`src/rtl/cond_unit_if.sv`:
```
// Decoder/condition-unit bus: instruction controls in, gated enables,
// stored flags and instruction counters out.
interface cond_unit_if;
    logic        en;
    logic [3:0]  Cond;
    logic [3:0]  ALUFlags;
    logic [1:0]  FlagW;
    logic        PCS;
    logic        RegW;
    logic        MemW;
    logic        NoWrite;
    logic        cnt_clr;
    logic        PCSrc;
    logic        RegWrite;
    logic        MemWrite;
    logic        CondEx;
    logic [3:0]  Flags;
    logic [31:0] exec_count;
    logic [31:0] skip_count;

    modport master (
        output en, Cond, ALUFlags, FlagW, PCS, RegW, MemW, NoWrite, cnt_clr,
        input  PCSrc, RegWrite, MemWrite, CondEx, Flags, exec_count, skip_count
    );

    modport slave (
        input  en, Cond, ALUFlags, FlagW, PCS, RegW, MemW, NoWrite, cnt_clr,
        output PCSrc, RegWrite, MemWrite, CondEx, Flags, exec_count, skip_count
    );
endinterface

```
`src/rtl/cond_unit.sv`:
```
// ARM-style condition unit: evaluates the condition field against the
// stored NZCV flags, gates the write enables, updates the flags and keeps
// executed/squashed instruction counters.
module cond_unit (
    input logic        clk,
    input logic        reset,
    cond_unit_if.slave bus
);

    logic [3:0]  flags_q;
    logic [31:0] exec_q;
    logic [31:0] skip_q;
    logic        cond_ex;
    logic        flag_n;
    logic        flag_z;
    logic        flag_c;
    logic        flag_v;

    assign {flag_n, flag_z, flag_c, flag_v} = flags_q;

    // Condition decode works only on the stored flags; ALUFlags of the
    // current instruction are never bypassed into the decision.
    always_comb begin
        cond_ex = 1'b0;
        case (bus.Cond)
            4'b0000: cond_ex = flag_z;
            4'b0001: cond_ex = ~flag_z;
            4'b0010: cond_ex = flag_c;
            4'b0011: cond_ex = ~flag_c;
            4'b0100: cond_ex = flag_n;
            4'b0101: cond_ex = ~flag_n;
            4'b0110: cond_ex = flag_v;
            4'b0111: cond_ex = ~flag_v;
            4'b1000: cond_ex = flag_c & ~flag_z;
            4'b1001: cond_ex = ~flag_c | flag_z;
            4'b1010: cond_ex = (flag_n == flag_v);
            4'b1011: cond_ex = (flag_n != flag_v);
            4'b1100: cond_ex = ~flag_z & (flag_n == flag_v);
            4'b1101: cond_ex = flag_z | (flag_n != flag_v);
            4'b1110: cond_ex = 1'b1;
            default: cond_ex = 1'b0;
        endcase
    end

    assign bus.CondEx     = cond_ex;
    assign bus.PCSrc      = bus.en & bus.PCS & cond_ex;
    assign bus.RegWrite   = bus.en & bus.RegW & cond_ex & ~bus.NoWrite;
    assign bus.MemWrite   = bus.en & bus.MemW & cond_ex;
    assign bus.Flags      = flags_q;
    assign bus.exec_count = exec_q;
    assign bus.skip_count = skip_q;

    // Flag register: N,Z and C,V pairs load independently, only for a
    // valid instruction whose condition passed.
    always_ff @(posedge clk or negedge reset) begin
        if (!reset) begin
            flags_q <= 4'b0000;
        end else if (bus.en && cond_ex) begin
            if (bus.FlagW[1]) flags_q[3:2] <= bus.ALUFlags[3:2];
            if (bus.FlagW[0]) flags_q[1:0] <= bus.ALUFlags[1:0];
        end
    end

    // Instruction counters; clear wins over counting, both wrap freely.
    always_ff @(posedge clk or negedge reset) begin
        if (!reset) begin
            exec_q <= 32'd0;
            skip_q <= 32'd0;
        end else if (bus.cnt_clr) begin
            exec_q <= 32'd0;
            skip_q <= 32'd0;
        end else if (bus.en) begin
            if (cond_ex) exec_q <= exec_q + 32'd1;
            else         skip_q <= skip_q + 32'd1;
        end
    end

endmodule

```
`src/flat_wrapper.sv`:
```
// flat-port wrapper written by rule: the top's interface ports become plain ports
module cond_unit_flat 
  (clk, reset, bus_en, bus_Cond, bus_ALUFlags, bus_FlagW, bus_PCS, bus_RegW, bus_MemW, bus_NoWrite, bus_cnt_clr, bus_PCSrc, bus_RegWrite, bus_MemWrite, bus_CondEx, bus_Flags, bus_exec_count, bus_skip_count);
  cond_unit_if bus_i ();
  input logic clk;
  input logic reset;
  input wire logic [$bits(bus_i.en)-1:0] bus_en;
  input wire logic [$bits(bus_i.Cond)-1:0] bus_Cond;
  input wire logic [$bits(bus_i.ALUFlags)-1:0] bus_ALUFlags;
  input wire logic [$bits(bus_i.FlagW)-1:0] bus_FlagW;
  input wire logic [$bits(bus_i.PCS)-1:0] bus_PCS;
  input wire logic [$bits(bus_i.RegW)-1:0] bus_RegW;
  input wire logic [$bits(bus_i.MemW)-1:0] bus_MemW;
  input wire logic [$bits(bus_i.NoWrite)-1:0] bus_NoWrite;
  input wire logic [$bits(bus_i.cnt_clr)-1:0] bus_cnt_clr;
  output wire logic [$bits(bus_i.PCSrc)-1:0] bus_PCSrc;
  output wire logic [$bits(bus_i.RegWrite)-1:0] bus_RegWrite;
  output wire logic [$bits(bus_i.MemWrite)-1:0] bus_MemWrite;
  output wire logic [$bits(bus_i.CondEx)-1:0] bus_CondEx;
  output wire logic [$bits(bus_i.Flags)-1:0] bus_Flags;
  output wire logic [$bits(bus_i.exec_count)-1:0] bus_exec_count;
  output wire logic [$bits(bus_i.skip_count)-1:0] bus_skip_count;
  assign bus_i.en = bus_en;
  assign bus_i.Cond = bus_Cond;
  assign bus_i.ALUFlags = bus_ALUFlags;
  assign bus_i.FlagW = bus_FlagW;
  assign bus_i.PCS = bus_PCS;
  assign bus_i.RegW = bus_RegW;
  assign bus_i.MemW = bus_MemW;
  assign bus_i.NoWrite = bus_NoWrite;
  assign bus_i.cnt_clr = bus_cnt_clr;
  assign bus_PCSrc = bus_i.PCSrc;
  assign bus_RegWrite = bus_i.RegWrite;
  assign bus_MemWrite = bus_i.MemWrite;
  assign bus_CondEx = bus_i.CondEx;
  assign bus_Flags = bus_i.Flags;
  assign bus_exec_count = bus_i.exec_count;
  assign bus_skip_count = bus_i.skip_count;
  cond_unit u_core (.clk(clk), .reset(reset), .bus(bus_i));
endmodule
```
`config.mk`:
```
export PLATFORM = sky130hd
export DESIGN_NAME = cond_unit_flat
export DESIGN_NICKNAME = d
export VERILOG_FILES = /design/src/rtl/cond_unit_if.sv /design/src/rtl/cond_unit.sv /design/src/flat_wrapper.sv
export SDC_FILE = /design/constraint.sdc
export NUM_CORES = 1
export LEC_CHECK = 0
export ABC_CLOCK_PERIOD_IN_PS = 3540
export CAP_MARGIN = 20
export CORE_AREA = 2 2 84 103
export DETAILED_ROUTE_END_ITERATION = 8
export DIE_AREA = 0 0 86 105
export PLACE_DENSITY = 0.79
export SYNTH_ARGS = -nofsm -noshare
export SYNTH_HDL_FRONTEND = slang
export SYNTH_SLANG_ARGS = --single-unit
```
`constraint.sdc`:
```
create_clock -name clk -period 3.54 [get_ports clk]
set_input_delay 0.708 -clock clk [delete_from_list [all_inputs] [get_ports clk]]
set_output_delay 0.708 -clock clk [all_outputs]
set_load 0.03 [all_outputs]
```
# Word level (Yosys, flattened, before mapping)
# Cells that the tools add are included.
[classes]
mux = 7
bitwise = 16
eq_ne = 17
addsub = 2
reduce_logical = 8
[op_table]
columns = ["cell", "n"]
rows = [
  ["$mux 32", 6],
  ["$add 32x1->32 const B", 2],
  ["$eq 4x4->1 const B", 7],
  ["$eq 4x3->1 const B", 4],
  ["$pmux 1 s15", 1],
  ["$and 1x1->1", 9],
  ["$eq 4x2->1 const B", 2],
  ["$reduce_and 2->1", 4],
  ["$not 1->1", 5],
  ["$eq 4x1->1 const B", 1],
  ["$logic_not 4->1", 1],
  ["$reduce_bool 2->1", 2],
  ["$ne 2x2->1 const B", 1],
  ["$or 1x1->1", 2],
  ["$eq 1x1->1", 1],
  ["$logic_and 1x1->1", 1],
  ["$ne 1x1->1", 1],
]
[totals]
output_inout_bits = 72
register_bits = 68
elab_cells = 54

# Longest topological paths before layout
[depth]
ltp_word = 6
mapped_depth = 9

# Worst setup path before layout
# OpenSTA, ideal clock, no wires.
[synth_timing]
kind = "input -> output"
startpoint = "input port bus_Cond[1]"
endpoint = "output port bus_RegWrite"
path_buffers = 3
arrival_time_ns = 2.879
setup_slack_ns = -0.047
stages = 8
cell_sequence = "buf_6 -> or3b_1 -> o21ai_1 -> nand2_1 -> a221o_1 -> buf_2 -> buf_2 -> nor3b_1"
[synth_via]
elab_chain_cells = 4
word_cells_on_any_way = 18
cone_classes = "eq/ne (14); mux (1); bitwise (2); reduce/logical (1)"
[synth_rtl]
columns = ["element", "line", "source"]
rows = [
  ["start, declared", "flat_wrapper.sv:8", "input wire logic [$bits(bus_i.Cond)-1:0] bus_Cond;"],
  ["$eq 4x4->1, or another cell as far along", "cond_unit.sv:25", "case (bus.Cond)"],
  ["$pmux 1 s15 *", "cond_unit.sv:25", ""],
  ["$and 1x1->1 * (2 in series)", "cond_unit.sv:47", "assign bus.RegWrite = bus.en & bus.RegW & cond_ex & ~bus.NoWrite;"],
  ["end, declared", "flat_wrapper.sv:17", "output wire logic [$bits(bus_i.RegWrite)-1:0] bus_RegWrite;"],
]
# Every way passes the cells marked *; elsewhere a longest branch is shown, timed or not.

# Final worst setup path
[layout_timing]
startpoint = "input port bus_Cond[2]"
endpoint = "output port bus_MemWrite"
[layout_via]
elab_chain_cells = 3
word_cells_on_any_way = 17
cone_classes = "eq/ne (14); mux (1); bitwise (1); reduce/logical (1)"
[layout_rtl]
columns = ["element", "line", "source"]
rows = [
  ["$eq 4x4->1, or another cell as far along", "cond_unit.sv:25", ""],
  ["$pmux 1 s15 *", "cond_unit.sv:25", ""],
  ["$and 1x1->1 *", "cond_unit.sv:48", "assign bus.MemWrite = bus.en & bus.MemW & cond_ex;"],
  ["end, declared", "flat_wrapper.sv:18", "output wire logic [$bits(bus_i.MemWrite)-1:0] bus_MemWrite;"],
]
# Marks and branches as above.

==> summary.md <==
The share of the clock period used by the worst path is 0.9646. The number of antenna diodes in the final layout is 0. Maximum fanout along the worst path: 5. For this block, the routed nets add up to 10.20 mm of wire. The tools report the count of buffers added by post-CTS timing repair for setup as 0. The number of pins with negative max-slew slack in the final report was 0.

After synthesis the cells add up to 4014 um^2. Overall via count from detail_route: 3,965. The leading cell type by number of instances after synthesis is sky130_fd_sc_hd__dfrtp_1. The tools report the share of power burned in the clock network as 0.313. Area overhead of the layout relative to synthesis: 29.15%. For this design the total switching power over the nets is 611.7 uW. The highest clock frequency the design can meet is 292.8 MHz. Entering global routing, the biggest net connects 46 pins. The total global-route track usage is 0.2345. The area share of the largest cell type after synthesis works out to 0.4239. For this run, the detailed router's first-pass iteration total came to 4. TritonCTS built the clock tree.

The CTS sink count was 68. For the routed length on met2, the log shows 5.286 mm. Uppermost layer routed: met4. The tools report the portion of the post-synthesis area used by sequential elements as 0.4239. The worst min-delay path category is input pin to asynchronous set/reset pin.

Counting flops and latches in the post-synthesis netlist gives 68. In the final design database the tool counted 551 nets. The average via count per standard cell was 6.294; the total power divided by cell area was 374.2 nW/um^2.

The post-route clock skew came out at 7.621 ps. For the initial antenna violation count, the log shows 0. The worst-case IR drop observed on VDD is 213.5 uV. Counting along the longest clock path gives a buffer depth of 2. Setup repair after global routing left no endpoint under its margin.

Fraction of registers with async set/reset: 1.000. The first global-routing pass estimated 17.35 mm of wire. STA puts the critical path data arrival time at 2710 ps. The combinational group share of total power is 0.239, and the clock latency on the worst-skew pair is 340 ps. Most common flop cell mapped by yosys: sky130_fd_sc_hd__dfrtp_1. The tools report the initial core utilization as 0.5035. Summed over all cells, the static leakage comes to 1.929 nW. Yosys attributes the largest share of cell area to sky130_fd_sc_hd__dfrtp_1, sky130_fd_sc_hd__a21oi_1, sky130_fd_sc_hd__o31ai_1. At the worst endpoint, the required time is 2830 ps. The run gives 53 as the count of distinct cell types in the synthesized netlist. The cell count after synthesis came out at 440. The switching part of the total is 0.3154, and the number of global-route vias before repair is 3,726. Proportion of layout cells with a drive suffix above 1: 0.1009.

The leftover overflow at the end of global routing came out at 0. After clock tree synthesis, the clock-pin slew on the worst setup and hold paths is 70 ps. The logs give 0 for the reported max-cap violation count and 441 um for the sum of met3 wire segment lengths after detailed routing. For the count of endpoints failing hold in the final timing report, the log shows 0.

For the pin with the worst max-slew slack, the measured transition is 832.9 ps. The tools report the final-layout fill cell count as 684. The flow ran to the end, and the final reports show no timing, DRC or antenna violations.

For the number of warnings issued by yosys, the log shows 0. The setup path with the least slack is of type input pin to primary output. The final antenna-violating net count came out at 0. Setup violations remaining at the end of the flow were counted as 0.

The clock root buffer master is sky130_fd_sc_hd__clkbuf_8. The mean post-synth cell area came out at 9.122 um^2. The final hold slack was 393.8 ps; the net count of the mapped netlist was 460. From bottom edge to top edge, the die measures 105 um. In this run the number of H-tree levels came out at 3. The logs give 0 ps for the setup TNS after final layout and 0.4447 for the relative max-transition margin.

The starting DRC count in detailed routing was 164; the die boundary width was 86 um. The biggest area contributor in the post-synthesis netlist is sky130_fd_sc_hd__dfrtp_1. The minimum clock period after layout is 3415 ps, and the floorplan core area is 7973 um^2. The logs give 0.9167 for the routability congestion estimate and 36 for the number of placement rows. The tools report the cell total after placement as 615. The count of non-filler cells in the finished layout is 630. Final core utilization: 0.6502.

For the internal power of the cells, the log shows 1.328 mW. The number of remaining DRC errors was 0. Quantity of I/O buffers inserted on ports: 89.

For the sequential share of power, the log shows 0.449. After synthesis, the most frequently instantiated cells are sky130_fd_sc_hd__dfrtp_1, sky130_fd_sc_hd__a21oi_1, sky130_fd_sc_hd__o31ai_1. The tools report the kind of end point of the critical path as a primary output. The die covers 9030 um^2. The HPWL after detailed placement is 7.284 mm.

The number of clock buffers inserted by TritonCTS was 9. For this design the top-level I/O count stands at 90. In the final routing, the length of wire on met1 measures 4.340 mm. The post-detailed-route wirelength per cell came out at 16.18 um. In this run, synthesis inferred 0 flip-flops with an integrated enable. The tools report the critical path startpoint category as an input pin.
-- routing by layer --
| layer | track usage | vias up |
|---|---|---|
| met5 | 0 | - |
| met3 | 0.04028 | 13 |
| met2 | 0.3987 | 111 |
| met4 | 0.07823 | 0 |
| li1 | - | 1869 |
| met1 | 0.2987 | 1972 |
-- worst max-delay path: stages --
cell                              delay, ps
sky130_fd_sc_hd__clkdlybuf4s50_1        520
sky130_fd_sc_hd__buf_4                  160
sky130_fd_sc_hd__nand3b_1               100
sky130_fd_sc_hd__a2bb2oi_2              170
sky130_fd_sc_hd__a2111oi_4              400
sky130_fd_sc_hd__buf_4                  170
sky130_fd_sc_hd__o21ai_1                100
sky130_fd_sc_hd__and3_1                 210
sky130_fd_sc_hd__buf_4                  160
-- metrics by stage --
step | setup WS (ps) | instance area (um^2) | power (mW)
after floorplan | 246.4 | 4019 | 1.185
after global placement | 155.9 | 5000 | 1.340
after detailed placement | 106.3 | 5000 | 1.350
after CTS | 108.6 | 5181 | 1.956
after global routing | 12.97 | 5184 | 2.034
final | 125.2 | 5184 | 1.940
-- worst paths after layout --
kind | depth (start not counted) | end | slack, ps | startpoint
max in group asynchronous | 2 | u_core.bus.skip_count[30]$_DFFE_PN0P_ | 2370 | reset
min reg2reg | 2 | u_core.bus.exec_count[21]$_DFFE_PN0P_ | 570 | u_core.bus.exec_count[21]$_DFFE_PN0P_
max reg2reg | 8 | u_core.bus.skip_count[16]$_DFFE_PN0P_ | 770 | u_core.bus.Flags[0]$_DFFE_PN0P_
min | 1 | u_core.bus.exec_count[9]$_DFFE_PN0P_ | 390 | reset
max | 9 | bus_MemWrite | 130 | bus_Cond[2]
min in group clk | 2 | u_core.bus.exec_count[21]$_DFFE_PN0P_ | 570 | u_core.bus.exec_count[21]$_DFFE_PN0P_
-- power groups by stage --
stage	clock [mW]	sequential, mW	combinational [mW]
after floorplan	0	0.898	0.288
after global placement	0	0.881	0.458
after detailed placement	0	0.884	0.466
after CTS	0.621	0.869	0.466
after global routing	0.654	0.879	0.501
final	0.607	0.870	0.463
-- final cells by class --
type	instances	area [um^2]	area share
inverters	12	45.04	0.008689
clock inverters	5	53.80	0.01038
repair buffers	108	1016	0.1960
well taps	95	118.9	0.02293
flip-flops and latches	68	1702	0.3283
multi-input cells	332	2121	0.4091
clock buffers	10	127.6	0.02462
-- cell usage in the layout (no fill, tap or decap), types with 3 or more instances in the layout --
cell type,n
sky130_fd_sc_hd__nand2b_1,4
sky130_fd_sc_hd__nand3_1,23
sky130_fd_sc_hd__clkbuf_8,9
sky130_fd_sc_hd__inv_1,11
sky130_fd_sc_hd__and4_1,6
sky130_fd_sc_hd__nor2_1,17
sky130_fd_sc_hd__nor3_1,3
sky130_fd_sc_hd__clkinv_2,3
sky130_fd_sc_hd__dfrtp_1,68
sky130_fd_sc_hd__mux2i_1,3
sky130_fd_sc_hd__a21oi_1,59
sky130_fd_sc_hd__clkdlybuf4s50_1,82
sky130_fd_sc_hd__o31ai_1,35
sky130_fd_sc_hd__nand2_1,33
sky130_fd_sc_hd__nand4_1,10
sky130_fd_sc_hd__xnor2_1,3
sky130_fd_sc_hd__or4_1,34
sky130_fd_sc_hd__and2_1,3
sky130_fd_sc_hd__or3_1,20
sky130_fd_sc_hd__buf_4,23
sky130_fd_sc_hd__and3_1,12
sky130_fd_sc_hd__mux2_2,4
sky130_fd_sc_hd__o21ai_0,21
sky130_fd_sc_hd__o21ai_1,3
-- cell families after synthesis --
kind of cell               synth area share
DFF                                  0.4239
xor gates and xnor gates            0.02369
muxes                               0.01870
buffers and inverters               0.04894
and+or+nand+nor                      0.2603
adders and majority gates          0.006233
AOI/OAI and AO/OA                    0.2182
-- sequential cells by signal, summed over array words and instances, names as in the netlist --
register and cells:
u_core.bus.skip_count 32, u_core.bus.exec_count 32, u_core.bus.Flags 4
-- repair_timing --
item	in CTS	in global routing
resized for setup	0	1
endpoints found under the setup margin	0	1
hold buffers	0	0
(Power assumes the default switching activity.)
